## config.mk

```make
export PLATFORM = sky130hd
export DESIGN_NAME = mux_nto1_rr
export DESIGN_NICKNAME = d
export VERILOG_FILES = /design/src/rtl/mux_pkg.sv /design/src/rtl/mux_nto1_rr_arbiter.sv /design/src/rtl/mux_nto1_rr.sv
export SDC_FILE = /design/constraint.sdc
export NUM_CORES = 1
export LEC_CHECK = 0
export BUFFER_PORTS_ARGS = -buffer_cell sky130_fd_sc_hd__buf_4
export CAP_MARGIN = 20
export CORE_ASPECT_RATIO = 0.8
export CORE_MARGIN = 3
export CORE_UTILIZATION = 43
export CTS_CLUSTER_DIAMETER = 200
export CTS_CLUSTER_SIZE = 25
export DETAILED_ROUTE_END_ITERATION = 8
export GPL_TIMING_DRIVEN = 0
export PLACE_DENSITY = 0.82
export SYNTH_ARGS = -nofsm -noshare
export SYNTH_HDL_FRONTEND = slang
export SYNTH_SLANG_ARGS = --single-unit
```

## constraint.sdc

```tcl
create_clock -name clk -period 1.85 [get_ports clk]
set_input_delay 0.37 -clock clk [delete_from_list [all_inputs] [get_ports clk]]
set_output_delay 0.37 -clock clk [all_outputs]
set_load 0.05 [all_outputs]
```

## src/rtl/mux_pkg.sv

```systemverilog
// Shared constants and helpers for the N-to-1 round-robin stream multiplexer.
package mux_pkg;

  localparam logic MODE_FIXED = 1'b0;
  localparam logic MODE_RR    = 1'b1;

  // Elaboration-time ceil(log2(n)); used to validate the select width.
  function automatic int clog2(input int n);
    int r;
    r = 0;
    for (int v = n - 1; v > 0; v = v >> 1) begin
      r = r + 1;
    end
    return r;
  endfunction

endpackage

```

## src/rtl/mux_nto1_rr_arbiter.sv

```systemverilog
// Round-robin arbiter with a rotating priority pointer and an optional
// packet lock that pins the grant to one channel until its last word.
module rr_arbiter
  import mux_pkg::*;
#(
  parameter int CHANNELS  = 4,
  parameter int SEL_WIDTH = 2
) (
  input  logic                 clk,
  input  logic                 reset,
  input  logic [CHANNELS-1:0]  request,
  input  logic                 advance,
  input  logic                 lock_hold,
  output logic [CHANNELS-1:0]  grant,
  output logic [SEL_WIDTH-1:0] grant_idx
);

  logic [SEL_WIDTH-1:0] ptr_reg;
  logic [SEL_WIDTH-1:0] ptr_next;
  logic                 lock_reg;
  logic                 lock_next;
  logic [SEL_WIDTH-1:0] lock_idx_reg;
  logic [SEL_WIDTH-1:0] lock_idx_next;

  logic [CHANNELS-1:0]  hi_mask;
  logic [CHANNELS-1:0]  hi_req;
  logic [CHANNELS-1:0]  pick;
  logic [CHANNELS-1:0]  rr_grant;
  logic [CHANNELS-1:0]  lock_grant;

  generate
    if (SEL_WIDTH != clog2(CHANNELS)) begin : g_bad_width
      $error("rr_arbiter: SEL_WIDTH must equal ceil(log2(CHANNELS))");
    end
  endgenerate

  genvar gi;
  generate
    for (gi = 0; gi < CHANNELS; gi++) begin : g_mask
      assign hi_mask[gi]    = (SEL_WIDTH'(gi) >= ptr_reg);
      assign lock_grant[gi] = (SEL_WIDTH'(gi) == lock_idx_reg) && request[gi];
    end
  endgenerate

  // Requests at or above the pointer win; otherwise wrap to the lowest one.
  assign hi_req   = request & hi_mask;
  assign pick     = (|hi_req) ? hi_req : request;
  assign rr_grant = pick & (~pick + CHANNELS'(1));
  assign grant    = lock_reg ? lock_grant : rr_grant;

  always_comb begin
    grant_idx = '0;
    for (int i = 0; i < CHANNELS; i++) begin
      if (grant[i]) begin
        grant_idx = SEL_WIDTH'(i);
      end
    end
  end

  always_comb begin
    ptr_next      = ptr_reg;
    lock_next     = lock_reg;
    lock_idx_next = lock_idx_reg;
    if (advance) begin
      if (lock_hold) begin
        lock_next     = 1'b1;
        lock_idx_next = grant_idx;
      end else begin
        lock_next = 1'b0;
        ptr_next  = (grant_idx == SEL_WIDTH'(CHANNELS - 1)) ? '0
                                                           : grant_idx + SEL_WIDTH'(1);
      end
    end
  end

  always_ff @(posedge clk) begin
    if (reset) begin
      ptr_reg      <= '0;
      lock_reg     <= 1'b0;
      lock_idx_reg <= '0;
    end else begin
      ptr_reg      <= ptr_next;
      lock_reg     <= lock_next;
      lock_idx_reg <= lock_idx_next;
    end
  end

endmodule

```

## src/rtl/mux_nto1_rr.sv

```systemverilog
// Registered N-to-1 valid/ready stream multiplexer, fixed or round-robin select.
// Define MUX_NTO1_RR_PKT_LOCK_EN to add In_Last and packet-locked arbitration.
module mux_nto1_rr
  import mux_pkg::*;
#(
  parameter int WORD_LENGTH = 8,
  parameter int CHANNELS    = 4,
  parameter int SEL_WIDTH   = 2
) (
  input  logic                            clk,
  input  logic                            reset,
  input  logic                            Mode,
  input  logic [SEL_WIDTH-1:0]            Selector,
  input  logic [CHANNELS*WORD_LENGTH-1:0] In_Data,
  input  logic [CHANNELS-1:0]             In_Valid,
`ifdef MUX_NTO1_RR_PKT_LOCK_EN
  input  logic [CHANNELS-1:0]             In_Last,
`endif
  output logic [CHANNELS-1:0]             In_Ready,
  output logic [WORD_LENGTH-1:0]          Out_Data,
  output logic                            Out_Valid,
  input  logic                            Out_Ready,
  output logic [SEL_WIDTH-1:0]            Out_Channel
);

  logic [WORD_LENGTH-1:0] ch_data [CHANNELS];
  logic [CHANNELS-1:0]    fixed_grant;
  logic [CHANNELS-1:0]    rr_grant;
  logic [CHANNELS-1:0]    grant;
  logic [SEL_WIDTH-1:0]   rr_idx;
  logic [SEL_WIDTH-1:0]   sel_idx;
  logic [WORD_LENGTH-1:0] sel_data;
  logic                   load_en;
  logic                   transfer;
  logic                   rr_advance;
  logic                   lock_hold;

  logic                   out_valid_reg;
  logic                   out_valid_next;
  logic [WORD_LENGTH-1:0] out_data_reg;
  logic [WORD_LENGTH-1:0] out_data_next;
  logic [SEL_WIDTH-1:0]   out_channel_reg;
  logic [SEL_WIDTH-1:0]   out_channel_next;

  // An out-of-range Selector matches no channel, so it yields no grant.
  genvar gi;
  generate
    for (gi = 0; gi < CHANNELS; gi++) begin : g_chan
      assign ch_data[gi]     = In_Data[gi*WORD_LENGTH +: WORD_LENGTH];
      assign fixed_grant[gi] = (Selector == SEL_WIDTH'(gi)) && In_Valid[gi];
      assign In_Ready[gi]    = load_en && grant[gi] && !reset;
    end
  endgenerate

  assign load_en    = !out_valid_reg || Out_Ready;
  assign grant      = (Mode == MODE_RR) ? rr_grant : fixed_grant;
  assign sel_idx    = (Mode == MODE_RR) ? rr_idx : Selector;
  assign transfer   = |In_Ready;
  assign rr_advance = transfer && (Mode == MODE_RR);

`ifdef MUX_NTO1_RR_PKT_LOCK_EN
  assign lock_hold = ~|(In_Last & rr_grant);
`else
  assign lock_hold = 1'b0;
`endif

  rr_arbiter #(
    .CHANNELS  (CHANNELS),
    .SEL_WIDTH (SEL_WIDTH)
  ) u_arbiter (
    .clk       (clk),
    .reset     (reset),
    .request   (In_Valid),
    .advance   (rr_advance),
    .lock_hold (lock_hold),
    .grant     (rr_grant),
    .grant_idx (rr_idx)
  );

  // Grant is one-hot, so an AND-OR mux avoids any out-of-range indexing.
  always_comb begin
    sel_data = '0;
    for (int i = 0; i < CHANNELS; i++) begin
      if (grant[i]) begin
        sel_data = sel_data | ch_data[i];
      end
    end
  end

  always_comb begin
    out_valid_next   = out_valid_reg;
    out_data_next    = out_data_reg;
    out_channel_next = out_channel_reg;
    if (load_en) begin
      out_valid_next = transfer;
      if (transfer) begin
        out_data_next    = sel_data;
        out_channel_next = sel_idx;
      end
    end
  end

  always_ff @(posedge clk) begin
    if (reset) begin
      out_valid_reg   <= 1'b0;
      out_data_reg    <= '0;
      out_channel_reg <= '0;
    end else begin
      out_valid_reg   <= out_valid_next;
      out_data_reg    <= out_data_next;
      out_channel_reg <= out_channel_next;
    end
  end

  assign Out_Valid   = out_valid_reg;
  assign Out_Data    = out_data_reg;
  assign Out_Channel = out_channel_reg;

endmodule
```

==> flow_metrics.tcl, run 1 <==
set metrics [dict create \
    crit_fanout 7 \
    h-tree-depth 1 \
    synth.mux.area_fraction 0.0693 \
    vias 1686 \
    hp-class "in -> reg" \
    wl_um 4910 \
    yosys_warnings 0 \
    grt_start_max_net_pins 11 \
    overflow 0 \
    first_pass_iters 7 \
    dp_worst_setup_slack_ns -0.429 \
    clock_sinks 13 \
    die_h_um 55.2 \
    grt.total_usage 0.266 \
    path_buf_inv 3 \
    peakVddDrop_uv 296 \
    first_iter_violations 98 \
    grt_pass1_wl_um 7200 \
    synth_xor_area_frac 0 \
    crit_top_cell "buf_6" \
    worstReg2RegStart "u_arbiter.ptr_reg[0]$_SDFFE_PP0P_" \
    start_util 0.460 \
    max_freq_mhz 510 \
    nNetsFinal 304 \
    cts_buffers 3 \
    hold_viol_final 0 \
    antenna_cells 0 \
    final_common_cell "buf_4" \
    power.leakage_uw 0.000935 \
    synth-edff-count 0 \
    clk_path_buf_depth 2 \
    fin_crit_sh 1.06 \
    cp_data_required_time_ns 1.97 \
    worst_pin_slew_ns 0.577 \
    syn-cell-area_sq_um 1300 \
    synth-seq-area-share 0.200 \
    synth_ff_type "dfxtp_1" \
    hold_start "reset" \
    outcome "complete, but fails checks" \
    clk-insertion-delay-late_ns 0.25 \
    largest_reg_flops 8 \
    io_pins 57 \
    violations "setup timing" \
    synth_top_family_by_area "simple AND/OR/NAND/NOR gates" \
    netlist_instances 183 \
    finalMaxSlewViolations 0 \
    setup_violations 15 \
    path_clk_slew_ns 0.06 \
    ys_ff_latch 13 \
    yosys.area_share.simple 0.382 \
    critical-path-top-delay-family "simple AND/OR/NAND/NOR gates" \
    fillerInstances 232 \
    dp_hpwl_um 3070 \
    core_area_sq_um 2830 \
    finClkSkew_ns 0.000815 \
    wire_per_inst_um 16.4 \
    placementRows 17 \
    die-area_sq_um 3720 \
    synthDistinctLibCells 39 \
    async_flop_share 0 \
    cts-root-buf "clkbuf_8" \
    crit_chain "buf_6 -> nand2b_4 -> a311oi_4 -> buf_6 -> buf_4 -> nor3b_1 -> nor4_1 -> mux2i_1" \
    critPathSlowestCell "nor4_1" \
    syn-num-nets 225 \
    route.detailed.drc 0 \
    pwr_density_cell_nw_per_um2 594 \
    worstSetupStartpointType "flop" \
    cts_tree "done" \
    crit_type "reg -> reg" \
    final_cell_mix "buf_4 (68), nand2_1 (27), o21ai_0 (27)" \
    setup_ws_ns -0.112 \
    io_buffers 55 \
    worstPathArrival_ns 2.08 \
    synth_adder_area_share 0 \
    cp-startpoint "u_arbiter.ptr_reg[0]$_SDFFE_PP0P_" \
    fin_crit_ns 1.96 \
    syn_to_final_growth_pct 67.5 \
    layout-drive-gt1-share 0.471 \
    die_w_um 67.5 \
    antenna_found_initial 0 \
    place_congestion 0.837 \
    critPathCaptureType "flop" \
    synth_area_per_cell_sq_um 7.10 \
    ant_nets 0 \
    crit_path_max_incr_delay_ns 0.44 \
    synth_compound_area_frac 0.286 \
    rsz0062_at_grt "true" \
    drv_cap 0 \
    hold_buffers 0 \
    grt_pass1_vias 1454 \
    whs_ns 0.441 \
    slew_headroom 0.615 \
    viasPerCell 5.64 \
]
[worst paths after layout]
kind                                                           to  slack (ns)  depth (start not counted)
worst max register to register           Out_Data[4]$_SDFFE_PP0P_       -0.11                          8
worst min register to register           Out_Data[3]$_SDFFE_PP0P_        0.48                          2
worst max-delay path                     Out_Data[4]$_SDFFE_PP0P_       -0.11                          8
worst min-delay path            u_arbiter.ptr_reg[0]$_SDFFE_PP0P_        0.44                          3
[cell families after synthesis]
| group | after synthesis |
|---|---|
| simple gates | 89 |
| compound gates | 56 |
| buf+inv | 16 |
| flops | 13 |
| mux | 9 |
[routing by layer]
| metal | vias up | part of all wire | global-route usage |
|---|---|---|---|
| met5 | - | 0 | 0 |
| met1 | 763 | 0.42 | 0.363 |
| li1 | 822 | - | - |
| met4 | 0 | 0.020 | 0.118 |
| met2 | 92 | 0.46 | 0.412 |
| met3 | 9 | 0.10 | 0.0465 |
[final cells by class]
class	instances	area, sq um	share of cell area
multi-input cells	154	1130	0.518
inverters	4	15.0	0.00690
clock buffers	4	45.0	0.0207
well taps	38	47.5	0.0218
repair buffers	77	603	0.277
flip-flops and latches	13	263	0.121
plain buffers	9	76.3	0.0351
[power breakdown]
group          switching [uW]  internal, uW  total, uW  leakage, uW
clock                     114           153        267    0.0000228
sequential               20.2           317        337     0.000108
combinational             386           302        689     0.000805
[per-stage QoR]
step,setup TNS (ns),utilization,std cells,instance area (sq um),total power [uW]
5_1_grt,-1.50,0.770,299,2180,1340
3_3_place_gp,-4.52,0.632,276,1790,874
3_5_place_dp,-5.42,0.632,276,1790,882
2_1_floorplan,-0.167,-,183,1330,698
4_1_cts,-0.137,0.728,291,2060,1230
6_report,-0.652,0.770,299,2180,1290
[worst register-to-register path, cell delays in order, from the launching register on]
cell	delay, ns
dfxtp_2	0.32
buf_6	0.12
nand2b_4	0.14
a311oi_4	0.28
buf_6	0.17
buf_4	0.16
nor3b_1	0.07
nor4_1	0.45
mux2i_1	0.12
[synthesized netlist by cell type, types with 3 or more instances]
cell | n | area [sq um]
nand2_1 | 29 | 109
o21ai_0 | 28 | 140
dfxtp_1 | 13 | 260
nand2b_1 | 13 | 81.3
a21oi_1 | 10 | 50.1
mux2i_1 | 9 | 90.1
nor4_1 | 9 | 56.3
nand3_1 | 8 | 40.0
nor3b_1 | 8 | 60.1
and2_1 | 6 | 37.5
clkbuf_1 | 6 | 22.5
nor2_1 | 5 | 18.8
inv_1 | 4 | 15.0
nor3_1 | 3 | 15.0
[repair_timing]
action / CTS / global route
endpoints found under the setup margin: 17 / 16
gates resized for setup: 33 / 16
pin swaps: 10 / 5
cloned: 1 / 2
setup buffers: 13 / 6
Power figures use the tool's default switching activity.
==> run 2: changes to the inputs <==
Settings changed: CORE_UTILIZATION 43 to 44, PLACE_DENSITY 0.82 to 0.8.
Clock period 1.85 ns to 2.5 ns, I/O delays scaled along.
==> flow_metrics.tcl, run 2 (synthesis results as in run 1) <==
set metrics [dict create \
    io_pins 57 \
    hold_viol_final 0 \
    cts-root-buf "clkbuf_8" \
    drv_cap 0 \
    overflow 0 \
    dp_hpwl_um 3050 \
    viasPerCell 5.61 \
    hold_buffers 0 \
    wire_per_inst_um 14.5 \
    first_iter_violations 160 \
    grt_pass1_wl_um 6110 \
    worstReg2RegStart "u_arbiter.ptr_reg[0]$_SDFFE_PP0P_" \
    largest_reg_flops 8 \
    clk_path_buf_depth 2 \
    top_usage_layer "met2" \
    placementRows 16 \
    layout-drive-gt1-share 0.322 \
    fillerInstances 235 \
    worstPathArrival_ns 1.93 \
    path_clk_slew_ns 0.06 \
    whs_ns 0.468 \
    finClkSkew_ns 0.000907 \
    grtUsageMet3 0.0226 \
    antenna_found_initial 0 \
    final_common_cell "buf_4" \
    pwr_density_cell_nw_per_um2 463 \
    worst_pin_slew_ns 0.662 \
    fin_crit_sh 0.973 \
    hold_start "Out_Channel[1]$_SDFFE_PP0P_" \
    route.detailed.drc 0 \
    start_util 0.496 \
    die_w_um 66.8 \
    rsz0062_at_grt "false" \
    h-tree-depth 1 \
    power.leakage_uw 0.000775 \
    grt_start_max_net_pins 11 \
    final_cell_mix "buf_4 (56), nand2_1 (29), o21ai_0 (28)" \
    setup_ws_ns 0.0664 \
    grtUsageMet2 0.339 \
    setup_violations 0 \
    crit_path_max_incr_delay_ns 0.37 \
    critPathSlowestCell "a21boi_2" \
    cp_data_required_time_ns 2.00 \
    slew_headroom 0.558 \
    setup_tns_ns 0 \
    outcome "finished, final reports clean" \
    antenna_cells 0 \
    fin_crit_ns 2.43 \
    worstSetupStartpointType "input pin" \
    cts_tree "done" \
    nNetsFinal 285 \
    path_buf_inv 2 \
    critical-path-top-delay-family "compound AO/OA/AOI/OAI gates" \
    critPathCaptureType "output pin" \
    grt.total_usage 0.220 \
    finalMaxSlewViolations 0 \
    io_buffers 55 \
    post-cts-setup-buffer-count 0 \
    syn_to_final_growth_pct 39.7 \
    cts_buffers 3 \
    clock_sinks 13 \
    ant_nets 0 \
    clk-insertion-delay-late_ns 0.24 \
    grt_pass1_vias 1311 \
    die_h_um 54.6 \
    first_pass_iters 4 \
    crit_top_cell "buf_4" \
    place_congestion 0.813 \
    hp-class "reg -> reg" \
    max_freq_mhz 411 \
    crit_type "in -> out" \
    core_area_sq_um 2620 \
    dp_worst_setup_slack_ns 0.0116 \
    peakVddDrop_uv 187 \
    crit_chain "buf_4 -> o21ai_0 -> o211ai_2 -> a21boi_2 -> and2_1 -> buf_4" \
    wl_um 4040 \
    crit_fanout 9 \
    vias 1560 \
    cp-startpoint "In_Valid[0]" \
    die-area_sq_um 3650 \
    grtUsageMet1 0.329 \
]
==> run 2: layout make-up <==
class,instances,area [sq um],area share
inverter,4,15.0,0.00826
buffer,12,67.6,0.0372
tap,36,45.0,0.0248
timing repair buffer,55,413,0.227
multi-input combinational,154,971,0.534
sequential,13,260,0.143
clock buffer,4,45.0,0.0248
==> run 2: tightest hold or removal path, delay by kind of cell, from the launching register on <==
kind	cells	cell delay (ns)
compound gates	1	0.05
flops	1	0.32
buf+inv	1	0.05
==> run 2: worst paths after layout <==
kind,to,slack [ns],cells past startpoint
setup reg to reg,Out_Data[0]$_SDFFE_PP0P_,0.27,7
setup / recovery,In_Ready[1],0.07,6
hold reg to reg,Out_Channel[1]$_SDFFE_PP0P_,0.47,2
hold / removal,Out_Channel[1]$_SDFFE_PP0P_,0.47,2
==> run 2: routing by layer <==
metal	up-vias	wire (um)
li1	779	-
met1	678	1910
met2	99	1620
met3	4	468
met4	0	47
met5	-	0
==> run 2: what timing repair did <==
item / CTS / global route
gates resized for setup: 1 / 2
endpoints found under the setup margin: 1 / 2
cloned: 0 / 0
pin swaps: 0 / 0
==> run 2: power by group <==
part	total [uW]	internal [uW]	switching (uW)	leakage [uW]
clock network	193	113	80.0	0.0000228
logic	403	159	244	0.000646
registers	246	233	12.8	0.000107
total	842	505	337	0.000775
==> run 2: per-stage QoR <==
| stage | utilization | std cells | cell area [sq um] | power, uW |
|---|---|---|---|---|
| 3_5_place_dp | 0.672 | 274 | 1760 | 647 |
| 6_report | 0.693 | 278 | 1820 | 842 |
| 4_1_cts | 0.691 | 278 | 1810 | 840 |
| 2_1_floorplan | - | 183 | 1310 | 511 |
| 3_3_place_gp | 0.672 | 274 | 1760 | 643 |
| 5_1_grt | 0.693 | 278 | 1820 | 878 |
